==> config.mk <==
export PLATFORM = sky130hd
export DESIGN_NAME = pwm_deadtime
export DESIGN_NICKNAME = d
export VERILOG_FILES = /design/src/rtl/pwm_pkg.sv /design/src/rtl/pwm_dt_counter.sv /design/src/rtl/pwm_deadtime.sv
export SDC_FILE = /design/constraint.sdc
export NUM_CORES = 1
export LEC_CHECK = 0
export ABC_AREA = 1
export CORE_AREA = 2 2 45 47
export DETAILED_ROUTE_END_ITERATION = 8
export DIE_AREA = 0 0 47 49
export GPL_ROUTABILITY_DRIVEN = 0
export GPL_TIMING_DRIVEN = 0
export PLACE_DENSITY = 0.9
export SYNTH_ARGS = -nofsm -noshare
export SYNTH_HDL_FRONTEND = slang
export SYNTH_SLANG_ARGS = --single-unit
==> constraint.sdc <==
create_clock -name clk -period 2.1 [get_ports clk]
set_input_delay 0.21 -clock clk [delete_from_list [all_inputs] [get_ports clk]]
set_output_delay 0.21 -clock clk [all_outputs]
set_load 0.02 [all_outputs]
==> src/rtl/pwm_pkg.sv <==
// Shared PWM definitions: dead-time FSM state encoding and the default count width.
package pwm_pkg;

  localparam int DT_W = 8;

  typedef enum logic [2:0] {
    IDLE,
    HI_ON,
    LO_ON,
    DEAD_TO_HI,
    DEAD_TO_LO
  } pwm_dt_state_t;

endpackage

==> src/rtl/pwm_dt_counter.sv <==
// Loadable down-counter timing the dead band; holds at zero rather than wrapping.
module pwm_dt_counter #(
  parameter int W = 8
) (
  input  logic         clk,
  input  logic         reset,
  input  logic         load,
  input  logic         dec,
  input  logic [W-1:0] load_val,
  output logic [W-1:0] count,
  output logic         zero
);

  logic [W-1:0] count_q, count_d;

  always_comb begin
    count_d = count_q;
    if (load) begin
      count_d = load_val;
    end else if (dec && (count_q != '0)) begin
      count_d = count_q - 1'b1;
    end
  end

  always_ff @(posedge clk or posedge reset) begin
    if (reset) begin
      count_q <= '0;
    end else begin
      count_q <= count_d;
    end
  end

  assign count = count_q;
  assign zero  = (count_q == '0);

endmodule

==> src/rtl/pwm_deadtime.sv <==
// Complementary gate-drive generator with programmable dead band around every edge.
// Define PWM_DT_FAULT_EN to add a latched fault input that forces both outputs off.
module pwm_deadtime
  import pwm_pkg::*;
#(
  parameter int DT_W = pwm_pkg::DT_W
) (
  input  logic            clk,
  input  logic            reset,
  input  logic            en,
  input  logic [DT_W-1:0] dead_time,
  input  logic            pwm_in,
  output logic            pwm_hi,
  output logic            pwm_lo,
  output logic            dead_active
`ifdef PWM_DT_FAULT_EN
  ,
  input  logic            fault,
  input  logic            fault_clr,
  output logic            fault_latched
`endif
);

  pwm_dt_state_t state_q, state_d;
  logic          pwm_hi_q, pwm_hi_d;
  logic          pwm_lo_q, pwm_lo_d;
  logic          dead_q, dead_d;
  logic          cnt_load, cnt_dec, cnt_zero;
  logic [DT_W-1:0] cnt_value;
  logic          force_idle;

`ifdef PWM_DT_FAULT_EN
  logic fault_latched_q, fault_latched_d;

  always_comb begin
    fault_latched_d = fault_latched_q;
    if (fault) begin
      fault_latched_d = 1'b1;
    end else if (fault_clr) begin
      fault_latched_d = 1'b0;
    end
  end

  always_ff @(posedge clk or posedge reset) begin
    if (reset) begin
      fault_latched_q <= 1'b0;
    end else begin
      fault_latched_q <= fault_latched_d;
    end
  end

  assign force_idle    = !en || fault || fault_latched_q;
  assign fault_latched = fault_latched_q;
`else
  assign force_idle = !en;
`endif

  pwm_dt_counter #(.W(DT_W)) u_counter (
    .clk      (clk),
    .reset    (reset),
    .load     (cnt_load),
    .dec      (cnt_dec),
    .load_val (dead_time),
    .count    (cnt_value),
    .zero     (cnt_zero)
  );

  always_comb begin
    state_d  = state_q;
    cnt_load = 1'b0;
    cnt_dec  = 1'b0;
    if (force_idle) begin
      state_d = IDLE;
    end else begin
      case (state_q)
        IDLE: state_d = pwm_in ? HI_ON : LO_ON;
        HI_ON: begin
          if (!pwm_in) begin
            state_d  = DEAD_TO_LO;
            cnt_load = 1'b1;
          end
        end
        LO_ON: begin
          if (pwm_in) begin
            state_d  = DEAD_TO_HI;
            cnt_load = 1'b1;
          end
        end
        // An input that reverts mid-band returns to the side that never switched off-to-on.
        DEAD_TO_LO: begin
          if (cnt_zero && !pwm_in) begin
            state_d = LO_ON;
          end else if (pwm_in) begin
            state_d = HI_ON;
          end else begin
            cnt_dec = 1'b1;
          end
        end
        DEAD_TO_HI: begin
          if (cnt_zero && pwm_in) begin
            state_d = HI_ON;
          end else if (!pwm_in) begin
            state_d = LO_ON;
          end else begin
            cnt_dec = 1'b1;
          end
        end
        default: state_d = IDLE;
      endcase
    end

    pwm_hi_d = (state_d == HI_ON);
    pwm_lo_d = (state_d == LO_ON);
    dead_d   = (state_d == DEAD_TO_HI) || (state_d == DEAD_TO_LO);
  end

  // Outputs are flopped from the next-state decode so they stay glitch-free and
  // line up exactly with the registered state.
  always_ff @(posedge clk or posedge reset) begin
    if (reset) begin
      state_q  <= IDLE;
      pwm_hi_q <= 1'b0;
      pwm_lo_q <= 1'b0;
      dead_q   <= 1'b0;
    end else begin
      state_q  <= state_d;
      pwm_hi_q <= pwm_hi_d;
      pwm_lo_q <= pwm_lo_d;
      dead_q   <= dead_d;
    end
  end

  assign pwm_hi      = pwm_hi_q;
  assign pwm_lo      = pwm_lo_q;
  assign dead_active = dead_q;

  logic unused_cnt;
  assign unused_cnt = ^cnt_value;

endmodule

==> results.sh <==
export IMPL_syn_nets=149
export IMPL_h_tree_depth=1
export IMPL_regArea_um2=350.3
export IMPL_cpMaxStageDelayCell="dfrtp_1"
export IMPL_dieArea_mm2=0.002303
export IMPL_multiInputGateArea_um2=525.5
export IMPL_path_cells="inv_1 > ha_1 > nand2_1 > nor2_1 > nand2_2 > nand3_4 > nand2_8 > inv_4 > nand2_1 > nand2_1"
export IMPL_p_leak_nw=0.6182
export IMPL_avgRoutedWirePerCell_um=10.91
export IMPL_yosys_warnings=0
export IMPL_coreArea_mm2=0.001842
export IMPL_power_share_sequential_pct=34.9
export IMPL_yosysUniqueCellTypes=23
export IMPL_die_height_um=49
export IMPL_end_kind="flop"
export IMPL_num_rows=16
export IMPL_gr_usage_all_layers_pct=20.12
export IMPL_r2r_cells=10
export IMPL_drt_iter0_drc=12
export IMPL_insertion_delay_ns=0.29
export IMPL_fin_total_pwr_mw=1.212
export IMPL_slew_headroom_pct=64.25
export IMPL_max_slew_worst_pin_slew_ns=0.5357
export IMPL_grt_pass1_vias=815
export IMPL_cp_required_ns=2.33
export IMPL_cts_sinks=14
export IMPL_cts_buffers=3
export IMPL_wl_um=1952
export IMPL_antenna_left=0
export IMPL_crit_path_max_incr_delay_ns=0.38
export IMPL_detailed_place_hpwl_um=1483
export IMPL_grt_pass1_wl_um=3360
export IMPL_synth_seq_cells=14
export IMPL_grt_overflow=0
export IMPL_die_x_um=47
export IMPL_syn_area_per_cell_um2=7.072
export IMPL_p_per_area_mw_per_mm2=1050
export IMPL_fillers=171
export IMPL_rsz0062_at_grt="no"
export IMPL_cts_resized_gates=0
export IMPL_critPathMaxFanout=10
export IMPL_drv_cap=0
export IMPL_r2r_setup_slack_ns=0.60
export IMPL_dr_pass1_iters=4
export IMPL_utilization_pct=62.70
export IMPL_p_comb_share_pct=48.6
export IMPL_worst_path_most_repeated_cell="nand2_1"
export IMPL_top_layer="met4"
export IMPL_layout_common_cells="57 x nand2_1, 14 x dfrtp_1, 13 x inv_1, 13 x clkdlybuf4s50_1, 12 x nand3_1"
export IMPL_intPower_mw=0.6880
export IMPL_r2r_start="u_counter.count[0]"
export IMPL_io_buffer_count=13
export IMPL_antenna_found_initial=0
export IMPL_met3_length_um=57
export IMPL_clockBufferDepth=2
export IMPL_critPathTopFamily="simple AND/OR/NAND/NOR gates"
export IMPL_clk_pin_slew_ns=0.09
export IMPL_routed_via_density=4.922
export IMPL_routedLengthMet1_um=839
export IMPL_critPathKind="flop to flop"
export IMPL_drc=0
export IMPL_critPathLaunchType="flop"
export IMPL_route_met2_wl_um=980
export IMPL_tns_ns=0
export IMPL_hold_path_class="input pin to async pin"
export IMPL_pin_count=15
export IMPL_synth_seq_area_share_pct=36.70
export IMPL_worstPathArrival_ns=1.74
export IMPL_layout_drive_gt1_share_pct=13.16
export IMPL_cts_tree="yes"
export IMPL_outcome="complete, no violations"
export IMPL_grt_max_degree=15
export IMPL_min_period_ns=1.501
export IMPL_reg2reg_to="u_counter.count[2]"
export IMPL_vias=881
export IMPL_cp_num_buf_inv=2
export IMPL_cts_root_buffer="clkbuf_4"
export IMPL_p_sw_mw=0.5242
export IMPL_syn_inst=135
export IMPL_ir_drop_v=0.0006529
export IMPL_hold_viol=0
export IMPL_syn_area_um2=954.7
export IMPL_fin_crit_sh_pct=71.48
export IMPL_drv_slew=0
export IMPL_setup_viol=0
export IMPL_cts_setup_buffers=0
export IMPL_fin_worst_skew_ns=0.0008340
export IMPL_finalNetCount=167
export IMPL_initial_utilization_pct=51.83
export IMPL_diodes=0
export IMPL_p_clk_share_pct=16.5
export IMPL_final_common_cell="nand2_1"
export IMPL_p_sw_share_pct=43.25
export IMPL_cts_hold_buffers=0
export IMPL_fmax_mhz=666.2
export IMPL_syn_to_final_growth_pct=20.97
cells in the mapped netlist, drive strengths merged:
master  instances  area share [%]
a21oi           3             2.0
buf             1            0.52
dfrtp          14              37
ha              2             2.6
inv            19             7.7
nand2          61              28
nand3          13             8.1
nand4           4             3.9
nor2            9             3.8
nor3            1            0.52
o211ai          1            0.79
o21ai           4             2.1
xor2            3             2.8
cell families after synthesis:
| logic type | synth area share [%] |
|---|---|
| flip-flops | 36.70 |
| AO/OA/AOI/OAI | 4.849 |
| XOR/XNOR | 2.753 |
| buffers and inverters | 8.257 |
| AND/OR/NAND/NOR | 44.82 |
| adder cells (fa/ha/maj) | 2.621 |
how the worst max path moves through the flow:
stage / to / slack, ns / start / depth (start not counted)
final: u_counter.count[2] / 0.60 / u_counter.count[0] / 10
after global routing: u_counter.count[5] / 0.42 / u_counter.count[0] / 10
after CTS: u_counter.count[2] / 0.59 / u_counter.count[0] / 10
after detailed placement: u_counter.count[7] / 0.38 / pwm_in / 7
after global placement: u_counter.count[7] / 0.44 / pwm_in / 7
after floorplan: u_counter.count[2] / 0.79 / u_counter.count[0] / 10
per-layer routing:
layer  vias up  global-route usage [%]
met5         -                       0
met4         0                   12.50
met3         9                   2.593
met2        17                   30.59
met1       403                   26.08
li1        452                       -
per-stage QoR:
step | cells | setup WS [ns] | cell area [µm²] | hold WS (ns)
after floorplan | 135 | 0.7879 | 954.7 | 0.09922
after global placement | 175 | 0.4373 | 1119 | 0.4646
after detailed placement | 175 | 0.3759 | 1119 | 0.4782
after CTS | 179 | 0.5939 | 1155 | 0.2718
after global routing | 179 | 0.4182 | 1155 | 0.3179
final | 179 | 0.5990 | 1155 | 0.2503
cell type report:
type                       instances  area share, %
inverter                          19          6.392
buffer                             1         0.4334
multi-input combinational        101          45.50
clock buffer                       4          3.142
tap                               27          2.925
sequential                        14          30.34
timing repair buffer              13          11.27
power by group through the flow:
stage	combinational [mW]	clock [mW]	sequential, mW
3_3_place_gp	0.566	0	0.425
2_1_floorplan	0.471	0	0.416
5_1_grt	0.679	0.216	0.435
6_report	0.589	0.200	0.424
3_5_place_dp	0.581	0	0.429
4_1_cts	0.592	0.204	0.423
flip-flops by register name (all words and copies together), names as in the netlist:
register and flops:
u_counter.count 8, pwm_lo 1, pwm_hi 1, state_q 3, dead_active 1
Power figures use the tool's default switching activity.
